`config.mk`:
```
export PLATFORM = sky130hd
export DESIGN_NAME = mips_hilo_sequencer
export DESIGN_NICKNAME = d
export VERILOG_FILES = /design/src/rtl/mips_hilo_sequencer.sv
export SDC_FILE = /design/constraint.sdc
export NUM_CORES = 1
export LEC_CHECK = 0
export CAP_MARGIN = 40
export CORE_UTILIZATION = 51
export CTS_BUF_LIST = sky130_fd_sc_hd__clkbuf_4 sky130_fd_sc_hd__clkbuf_8
export DETAILED_ROUTE_END_ITERATION = 7
export PLACE_DENSITY = 0.7
export REMOVE_ABC_BUFFERS = 1
export SLEW_MARGIN = 20
export SYNTH_ARGS = -nofsm -noshare
export SYNTH_HDL_FRONTEND = slang
export SYNTH_SLANG_ARGS = --single-unit
export TNS_END_PERCENT = 1
```
`constraint.sdc`:
```
create_clock -name clock -period 17.15 [get_ports clock]
set_clock_uncertainty 0.2 [all_clocks]
set_input_delay 2.5725 -clock clock [delete_from_list [all_inputs] [get_ports clock]]
set_output_delay 2.5725 -clock clock [all_outputs]
set_load 0.005 [all_outputs]
```
`src/rtl/mips_hilo_sequencer.sv`:
```
// HI/LO unit controller for the EX stage. It runs MULT/MULTU/DIV/DIVU one bit per
// cycle, handles MTHI/MTLO/MFHI/MFLO, and stalls the pipeline while an operation
// is in flight.
//
// state | meaning
// IDLE  | no operation in flight; MT*/MF* are serviced
// MUL   | shift-add multiply, one multiplier bit per cycle
// DIV   | restoring divide, one quotient bit per cycle
module mips_hilo_sequencer #(
    parameter int WIDTH = 32
) (
    input  logic             clock,
    input  logic             reset,
    input  logic             issue,
    input  logic             flush,
    input  logic [6:0]       opFunc,
    input  logic [WIDTH-1:0] rs,
    input  logic [WIDTH-1:0] rt,
    output logic             stall,
    output logic             busy,
    output logic [WIDTH-1:0] readData,
    output logic [WIDTH-1:0] hi,
    output logic [WIDTH-1:0] lo
);
    localparam int CW = (WIDTH > 1) ? $clog2(WIDTH) : 1;
    localparam logic [CW-1:0] LAST_STEP = CW'(WIDTH - 1);
    // Tag bit 6 set marks a func-sourced (R-format) tag.
    localparam logic SRC_FUNC = 1'b1;
    localparam logic [5:0] F_MFHI  = 6'h10;
    localparam logic [5:0] F_MTHI  = 6'h11;
    localparam logic [5:0] F_MFLO  = 6'h12;
    localparam logic [5:0] F_MTLO  = 6'h13;
    localparam logic [5:0] F_MULT  = 6'h18;
    localparam logic [5:0] F_MULTU = 6'h19;
    localparam logic [5:0] F_DIV   = 6'h1A;
    localparam logic [5:0] F_DIVU  = 6'h1B;

    typedef enum logic [1:0] {IDLE, MUL, DIV} state_t;

    state_t state, state_nxt;

    logic [CW-1:0]        cnt;
    logic [2*WIDTH-1:0]   acc, mcand;
    logic [WIDTH-1:0]     mplier;
    logic [WIDTH-1:0]     rem, dvd, dvsr, rs_hold;
    logic                 neg_res, neg_rem, div_zero;

    logic                 src_func, is_mfhi, is_mthi, is_mflo, is_mtlo;
    logic                 is_mul, is_div, is_signed, recognised, accept, last_step;
    logic                 rs_neg, rt_neg;
    logic [WIDTH-1:0]     rs_mag, rt_mag;

    logic [2*WIDTH-1:0]   acc_step, prod_fix;
    logic [WIDTH:0]       rem_shift, rem_diff;
    logic                 q_bit;
    logic [WIDTH-1:0]     rem_step, dvd_step, quo_fix, rem_fix;

    assign src_func   = (opFunc[6] == SRC_FUNC);
    assign is_mfhi    = src_func && (opFunc[5:0] == F_MFHI);
    assign is_mthi    = src_func && (opFunc[5:0] == F_MTHI);
    assign is_mflo    = src_func && (opFunc[5:0] == F_MFLO);
    assign is_mtlo    = src_func && (opFunc[5:0] == F_MTLO);
    assign is_mul     = src_func && (opFunc[5:0] == F_MULT || opFunc[5:0] == F_MULTU);
    assign is_div     = src_func && (opFunc[5:0] == F_DIV  || opFunc[5:0] == F_DIVU);
    assign is_signed  = src_func && (opFunc[5:0] == F_MULT || opFunc[5:0] == F_DIV);
    assign recognised = is_mfhi | is_mthi | is_mflo | is_mtlo | is_mul | is_div;

    assign busy      = (state != IDLE);
    assign stall     = issue & recognised & busy & ~flush;
    assign accept    = issue & (is_mul | is_div) & (state == IDLE) & ~flush;
    assign last_step = (cnt == LAST_STEP);
    assign readData  = (issue && !busy && is_mfhi) ? hi :
                       (issue && !busy && is_mflo) ? lo : '0;

    // Signed variants operate on magnitudes; the sign is reapplied at completion.
    assign rs_neg = is_signed & rs[WIDTH-1];
    assign rt_neg = is_signed & rt[WIDTH-1];
    assign rs_mag = rs_neg ? (~rs + WIDTH'(1)) : rs;
    assign rt_mag = rt_neg ? (~rt + WIDTH'(1)) : rt;

    // One multiply step and one restoring divide step, plus sign-corrected results.
    assign acc_step  = acc + (mplier[0] ? mcand : '0);
    assign prod_fix  = neg_res ? (~acc_step + (2*WIDTH)'(1)) : acc_step;
    assign rem_shift = {rem, dvd[WIDTH-1]};
    assign rem_diff  = rem_shift - {1'b0, dvsr};
    assign q_bit     = ~rem_diff[WIDTH];
    assign rem_step  = q_bit ? rem_diff[WIDTH-1:0] : rem_shift[WIDTH-1:0];
    assign dvd_step  = {dvd[WIDTH-2:0], q_bit};
    assign quo_fix   = neg_res ? (~dvd_step + WIDTH'(1)) : dvd_step;
    assign rem_fix   = neg_rem ? (~rem_step + WIDTH'(1)) : rem_step;

    // State register.
    always_ff @(posedge clock or posedge reset) begin
        if (reset) state <= IDLE;
        else       state <= state_nxt;
    end

    // Next state: start on accept, finish on the last step; flush overrides all.
    always_comb begin
        state_nxt = state;
        case (state)
            IDLE:    if (accept) state_nxt = is_mul ? MUL : DIV;
            MUL,
            DIV:     if (last_step) state_nxt = IDLE;
            default: state_nxt = IDLE;
        endcase
        if (flush) state_nxt = IDLE;
    end

    // Operand capture, iteration datapath and HI/LO writes.
    always_ff @(posedge clock or posedge reset) begin
        if (reset) begin
            cnt      <= '0;
            acc      <= '0;
            mcand    <= '0;
            mplier   <= '0;
            rem      <= '0;
            dvd      <= '0;
            dvsr     <= '0;
            rs_hold  <= '0;
            neg_res  <= 1'b0;
            neg_rem  <= 1'b0;
            div_zero <= 1'b0;
            hi       <= '0;
            lo       <= '0;
        end else if (state == IDLE) begin
            if (accept) begin
                cnt      <= '0;
                acc      <= '0;
                mcand    <= {{WIDTH{1'b0}}, rs_mag};
                mplier   <= rt_mag;
                rem      <= '0;
                dvd      <= rs_mag;
                dvsr     <= rt_mag;
                rs_hold  <= rs;
                neg_res  <= rs_neg ^ rt_neg;
                neg_rem  <= rs_neg;
                div_zero <= (rt == '0);
            end else if (issue && !flush && is_mthi) begin
                hi <= rs;
            end else if (issue && !flush && is_mtlo) begin
                lo <= rs;
            end
        end else if (flush) begin
            cnt <= '0;
        end else begin
            cnt <= last_step ? '0 : cnt + CW'(1);
            if (state == MUL) begin
                acc    <= acc_step;
                mcand  <= mcand << 1;
                mplier <= mplier >> 1;
                if (last_step) {hi, lo} <= prod_fix;
            end else begin
                rem <= rem_step;
                dvd <= dvd_step;
                if (last_step) begin
                    // Divide by zero has a fixed architectural result.
                    if (div_zero) begin
                        lo <= '1;
                        hi <= rs_hold;
                    end else begin
                        lo <= quo_fix;
                        hi <= rem_fix;
                    end
                end
            end
        end
    end
endmodule

```
* After elaboration in Yosys (flattened, before gate mapping)
Index checks and enable logic that the tools add are counted.
** Cells by class
- Add/subtract/negate cells :: 8
- Multiply operators :: 0
- Div/mod/pow operators :: 0
- Order comparisons :: 0
- Equal/unequal tests :: 20
- Shifts and indexed selects :: 0
- Multiplexer cells :: 55
- Bitwise gates (word level) :: 22
- Reduce and logical (&&, ||, !) cells :: 30
** Operators by type and width (count)
- 32-bit 2-to-1 mux :: 36
- 64-bit 2-to-1 mux :: 10
- 32-bit by 1-bit adder with 32-bit output (second input constant) :: 4
- 32-bit inverter :: 4
- 64-bit by 1-bit adder with 64-bit output (second input constant) :: 1
- 64-bit adder :: 1
- 64-bit inverter :: 1
- 6-bit by 5-bit == test with 1-bit output (second input constant) :: 8
- 33-bit by 32-bit subtractor with 33-bit output :: 1
- 32-bit zero test :: 1
- 5-bit 2-to-1 mux :: 4
- 1-bit logical AND :: 13
- 1-bit AND :: 8
- 2-bit 2-to-1 mux :: 4
- 2-bit != test (second input constant) :: 4
- 2-bit by 1-bit != test with 1-bit output (second input constant) :: 3
- 3-bit != test (second input constant) :: 2
- 1-bit bitwise OR :: 6
- 3-bit AND reduction :: 2
- 2-bit nonzero test :: 3
- 5-bit by 1-bit adder with 5-bit output (second input constant) :: 1
- 5-bit == test (second input constant) :: 1
- 5-bit AND reduction :: 1
- 2-bit one-hot mux with 2 select lines :: 1
- other kinds (10) :: 15
** Storage, ports and cells
- Register bits after elaboration :: 362
- Latch bits :: 0
- RAM bits :: 0
- ROM bits :: 0
- Input bits :: 75
- Output and inout port bits :: 98
- Logic and storage cells :: 149
- Memories :: 0

* Depth between registers and ports, before layout
Gate-level depths: netlist of the first run.
- Word-level depth :: 10
- Depth in mapped cells :: 25
- Depth with buffers taken out :: 23

* Worst setup path after synthesis of the first run
Ideal clock, no wire load.
- Path type :: input -> output
- Start :: input opFunc[2]
- End :: output readData[10]
- Data arrival time :: 3.833 ns
- Data required time :: 14.377 ns
- Path slack :: 10.544 ns
- Stages :: 6
- Buffers on the path :: 2
- Cell sequence :: nor3b_1 nand3_1 or4_1 clkbuf_1 clkbuf_1 nor2_1
** Between the ends
- Longest elaborated chain between the ends :: 5
- Elaborated cells on any way between the ends :: 8
- Classes of those cells :: 2 x eq/ne; 2 x mux; 4 x reduce/logical
** Ends and longest elaborated chain
- from (decl) :: line 16 : input logic [6:0] opFunc,
- 6-bit by 5-bit == test with 1-bit output :: line 61 : assign is_mflo = src_func && (opFunc[5:0] == F_MFLO);
- 1-bit logical AND :: line 61
- 1-bit logical AND :: line 73 : (issue && !busy && is_mflo) ? lo : '0;
- 32-bit 2-to-1 mux :: line 73
- 32-bit 2-to-1 mux (*) :: line 72 : assign readData = (issue && !busy && is_mfhi) ? hi :
- to (decl) :: line 21 : output logic [WIDTH-1:0] readData,
Every way passes the cells marked *; elsewhere a longest branch is shown, timed or not.

* Worst setup path after layout of the first run
- Start :: input opFunc[4]
- End :: output readData[2]
Same word-level chain as after synthesis.

==> results of run 1 <==
-- routing by layer --
metal	global-route usage [%]	routed length (um)
met1	47.0	41400
met2	56.4	45000
met3	6.67	8470
met4	16.2	4880
met5	0	11
-- placed cells by master (no fill, tap or decap), types with 64 or more instances in the layout --
cell type / n
clkbuf_8: 86
nand2_1: 374
a21oi_1: 237
a221o_1: 104
xor2_1: 104
and2_1: 88
a21o_1: 66
inv_1: 77
nand3_1: 67
nor2_1: 276
clkdlybuf4s50_1: 171
xnor2_1: 114
nor3_1: 64
dfrtp_1: 361
a22o_1: 83
ha_1: 102
o21ai_0: 238
-- registers in the layout (all words and copies together), names as in the netlist, 32 cells and up --
| name | count |
|---|---|
| dvsr | 32 |
| mplier | 32 |
| acc | 64 |
| lo | 32 |
| mcand | 64 |
| rs_hold | 32 |
| dvd | 32 |
| hi | 32 |
| rem | 32 |
-- power breakdown --
| part | internal, mW | switching [mW] |
|---|---|---|
| clock | 0.536 | 0.408 |
| sequential | 0.950 | 0.110 |
| combinational | 0.838 | 1.42 |
-- kinds of logic (layout without fill, tap and decap cells) --
group | count (synthesis) | count (layout) | share of synthesized area, %
xor+xnor | 218 | 218 | 6.91
other cells | 0 | 2 | 0
flops | 362 | 362 | 32.8
simple gates | 1162 | 1162 | 20.4
fa+ha+maj | 106 | 106 | 4.85
compound gates | 1118 | 1118 | 28.3
buf+inv | 293 | 437 | 4.24
mux | 68 | 68 | 2.49
-- worst max path at each step --
stage              endpoint      start  cells after the start  slack [ps]
5_1_grt        readData[13]  opFunc[4]                      7        8960
3_5_place_dp    readData[2]  opFunc[4]                      7        9050
3_3_place_gp    readData[9]  opFunc[4]                      6        9090
6_report        readData[2]  opFunc[4]                      7        9090
2_1_floorplan        acc[0]      reset                      1        4330
4_1_cts         readData[2]  opFunc[4]                      7        9050
-- layout make-up --
| class | count | area [um2] |
|---|---|---|
| antenna | 2 | 5.00 |
| timing repair buffer | 239 | 2420 |
| clock buffer | 103 | 1310 |
| sequential | 362 | 9060 |
| inverter | 80 | 308 |
| tap | 688 | 861 |
| clock inverter | 15 | 180 |
| multi-input combinational | 2672 | 17500 |
| fill | 4726 | 21400 |
==> metrics.csv, run 1 <==
metric,value,unit
drc,0,
start_util,52.1,%
min_path_cells,1,
post_cts_resized,0,
synth_edf_count,0,
hp-start,dvsr[12],
pre_cts_ws,9050,ps
synth_top_area_share,32.8,%
grt_util_all_layers,35.5,%
hold_buffers,0,
hold_viol,0,
grt_pass1_vias,26415,
vias,27659,
root_buffer,clkbuf_8,
status,"complete, no violations",
crit_family,simple AND/OR/NAND/NOR gates,
postCtsSetupRepairBufs,0,
syn_avg_cell_area,8.31,um2
critPathLaunchType,primary input,
globalplace.congestion,0.979,
powerDensity,134,nW/um2
slew_viol_final,0,
rows,84,
tritoncts,done,
cp.arrival,5290,ps
synth_ff_type,dfrtp_1,
die_h,235,um
crit_required,14380,ps
io_pins,173,
die_w,235,um
path_max_fanout,20,
fin_crit,8060,ps
ys_seq_area_share,32.8,%
crit-reg2reg-launch,dvd[31],
end_kind,output port,
cap_violations,0,
reg2regPathDepth,23,
placed_area,30000,um2
ys_ff_latch,362,
wl,99700,um
yosysWarnings,0,
whs,274,ps
synth.distinct_cells,115,
finalSetupViolations,0,
worst_r2r_endpoint,hi[28],
grt_max_degree,79,
port_buffers,172,
via_per_inst,6.65,
placed_cells,4033,
cts_buffers,68,
final_area,31700,um2
netlist_top_cells_area,"dfrtp_1 (33%), nand2_1 (5.1%), ha_1 (4.7%)",
crit_buf_inv,3,
core_area,53100,um2
rsz0062_at_grt,false,
syn-instance-count,3327,
antenna_found_initial,3,
finalSetupTns,0,ps
syn_area,27600,um2
cts_buffer_depth,3,
hold_end,dvsr[12],
slowest_stage,or4_2,
clk_latency,670,ps
path_cells,"clkdlybuf4s50_1, nor3b_1, nand3_1, or4_2, buf_16, nor2_1, clkdlybuf4s50_1",
final_nets,3604,
postRouteAntennaNets,0,
finalCritPeriodShare,47.0,%
place_hpwl,75200,um
max_stage_delay,850,ps
dr.pass1.iters,6,
fin_util,59.7,%
crit_type,primary input to output port,
stdcell_count,4161,
r2r_slack,10280,ps
peakVddDrop,0.0000891,V
grt_overflow,0,
route.detailed.wl_per_inst,24.0,um
syn2layout_area_growth,14.6,%
drive_above_1_share,7.55,%
worst_pin_slew,864,ps
grt_pass1_wl,155000,um
fmax,124,MHz
die_area,55100,um2
cts_sinks,362,
max_slew_margin,41.9,%
synth.most_common_cell,nand2_1,
path_clk_slew,60,ps
htreeDepth,3,
p_total,4.26,mW
ys_top_cells_by_count,"nand2_1 (374), dfrtp_1 (362), nor2_1 (280), o21ai_0 (239), a21oi_1 (237)",
drt_iter0_markers,3065,
hp-class,flip-flop to flip-flop,
p_leak,14.0,nW
synthArstFlopShare,100,%
fin_ws,9090,ps
synth_area_leader_cell,dfrtp_1,
cpMostUsedCell,clkdlybuf4s50_1,
(Power assumes the default switching activity.)
==> run 2: changes to the inputs <==
clock period = 8.4 ns   (was 17.15 ns; I/O delays follow)
==> run 2 against run 1 <==
Net effect:
- utilization down 0.24 points
- critical path depth rose by 17
- critical path type is now flip-flop to flip-flop
- global-route usage rose by 1.6 points
- setup slack lost 7300 ps
- register-to-register slack got worse by 8500 ps
- routed wire length up 3.7%
- sequential power rose by 110%
==> metrics.csv, run 2 (same netlist as run 1, synthesis figures left out) <==
metric,value,unit,change
cap_violations,0,,unchanged
drive_above_1_share,7.23,%,was 7.55%
p_comb_share,53.1,%,was 52.9%
crit-reg2reg-launch,dvd[31],,unchanged
min_path_cells,1,,unchanged
wl,103000,um,was 99700 um
cts_sinks,362,,unchanged
die_w,235,um,unchanged
finalCritPeriodShare,78.5,%,
pwr-share-clk,22.2,%,about the same
syn2layout_area_growth,14.1,%,was 14.6%
globalplace.congestion,0.971,,was 0.979
worst_r2r_endpoint,hi[28],,unchanged
hold_end,dvsr[24],,was dvsr[12]
intPower,4.78,mW,was 2.32 mW
rsz0062_at_grt,false,,unchanged
tritoncts,done,,unchanged
fill_cells,4776,,was 4726
die_area,55100,um2,unchanged
die_h,235,um,unchanged
powerDensity,281,nW/um2,was 134 nW/um2
place_hpwl,77300,um,was 75200 um
cts_buffers,69,,was 68
reg_top3,"acc (64), mcand (64)",,unchanged
path_max_fanout,16,,was 20
hp-class,flip-flop to flip-flop,,unchanged
hold_buffers,0,,unchanged
seq_area,9060,um2,unchanged
slew_viol_final,0,,unchanged
whs,274,ps,about the same
post_cts_resized,0,,unchanged
max_slew_margin,16.5,%,was 41.9%
final_common_cell,nand2_1,,unchanged
p_seq_share,24.7,%,was 24.9%
p_switching,4.09,mW,was 1.93 mW
route.detailed.wl_per_inst,24.9,um,was 24.0 um
cts_buffer_depth,3,,unchanged
root_buffer,clkbuf_8,,unchanged
grt_pass1_wl,160000,um,was 155000 um
htreeDepth,3,,unchanged
reg2regPathDepth,24,,was 23
drc,0,,unchanged
cp-startpoint,dvd[31],,was opFunc[4]
fin_crit,6600,ps,
vias,27820,,was 27659
postCtsSetupRepairBufs,0,,unchanged
drt_iter0_markers,2990,,was 3065
port_buffers,172,,unchanged
p_sw_share,46.1,%,was 45.4%
layout_common_cells,"nand2_1 (374), dfrtp_1 (361), nor2_1 (276)",,unchanged
finalSetupViolations,0,,unchanged
p_total,8.86,mW,was 4.26 mW
io_pins,173,,unchanged
grt_pass1_vias,26709,,was 26415
cp.arrival,6930,ps,was 5290 ps
end_kind,flip-flop,,was output port
postRouteAntennaNets,0,,unchanged
final_nets,3592,,was 3604
status,"complete, no violations",,unchanged
critPathLaunchType,flip-flop,,was primary input
path_clk_slew,60,ps,about the same
start_util,52.1,%,unchanged
rows,84,,unchanged
p_leak,13.9,nW,was 14.0 nW
fmax,152,MHz,
grt_overflow,0,,unchanged
clk_latency,670,ps,about the same
dr.pass1.iters,8,,was 6
grt_util_all_layers,37.1,%,was 35.5%
crit_required,8740,ps,was 14380 ps
hold_viol,0,,unchanged
antenna_found_initial,4,,was 3
grt_max_degree,178,,was 79
core_area,53100,um2,unchanged
peakVddDrop,0.000371,V,was 0.0000891 V
r2r_slack,1800,ps,was 10280 ps
multiInputGateArea,17500,um2,unchanged
crit_type,flip-flop to flip-flop,,was primary input to output port
via_per_inst,6.71,,was 6.65
worst_pin_slew,1250,ps,was 864 ps
hp-start,dvsr[24],,was dvsr[12]
[run 2: changes by cell type in the layout (fill, tap and decap cells not counted), sizes merged]
cell and change:
clkdlybuf4s18 -1, clkinvlp +4, inv -4, clkbuf -1, buf -11
[run 2: layer usage]
layer / track usage [%] / part of all wire [%]
met1: 49.2 / 42
met2: 59.3 / 46
met3: 6.46 / 8.0
met4: 16.5 / 4.9
met5: 0 / 0.043
[run 2: cell type report]
class	count	area share, %
Inverter	80	0.976
Clock buffer	103	4.30
Multi-Input combinational cell	2672	55.5
Clock inverter	15	0.520
Timing Repair Buffer	226	7.20
Sequential cell	362	28.7
Tap cell	688	2.73
Antenna cell	2	0.0159
[run 2: power groups by stage]
stage | registers [mW] | clock network, mW | logic (mW)
finish | 2.19 | 1.97 | 4.71
global placement | 2.20 | 0 | 4.52
global route | 2.21 | 2.06 | 5.09
detailed placement | 2.20 | 0 | 4.57
CTS | 2.18 | 1.99 | 4.60
floorplan | 2.13 | 0 | 3.16
[run 2: how the worst max path moves through the flow]
stage / endpoint / slack (ps)
2_1_floorplan: acc[0] / -3110
3_3_place_gp: hi[28] / 2080
3_5_place_dp: hi[28] / 1870
4_1_cts: hi[28] / 1840
5_1_grt: hi[28] / 1330
6_report: hi[28] / 1800
[run 2: through the flow]
step                instance area, um2  instances  worst slack [ps]  utilization [%]  TNS [ps]
floorplan                        26800       3114             -3110                -  -1366110
finish                           31500       4148              1800             59.4         0
detailed placement               30000       4027              1870             56.5         0
global route                     31500       4146              1330             59.4         0
CTS                              31500       4145              1840             59.4         0
global placement                 29800       4018              2080             56.2         0
[run 2: worst max-delay path, stage by stage, from the launching register on]
cell       delay (ps)
dfrtp_1           400
inv_1              60
ha_1              210
inv_1              70
fa_1              200
nand3_1           120
a211oi_1          460
o21ai_0           360
a211oi_1          520
o21a_1            170
buf_4             190
nor2_4             50
inv_1             360
nor2_1             90
a21oi_1           250
ha_1              310
nand3_1           110
or2_2             360
a2111oi_0         430
a31oi_1           200
or3_1             520
o31ai_1           290
xnor2_1           160
o2111ai_1         140
o22a_1            220
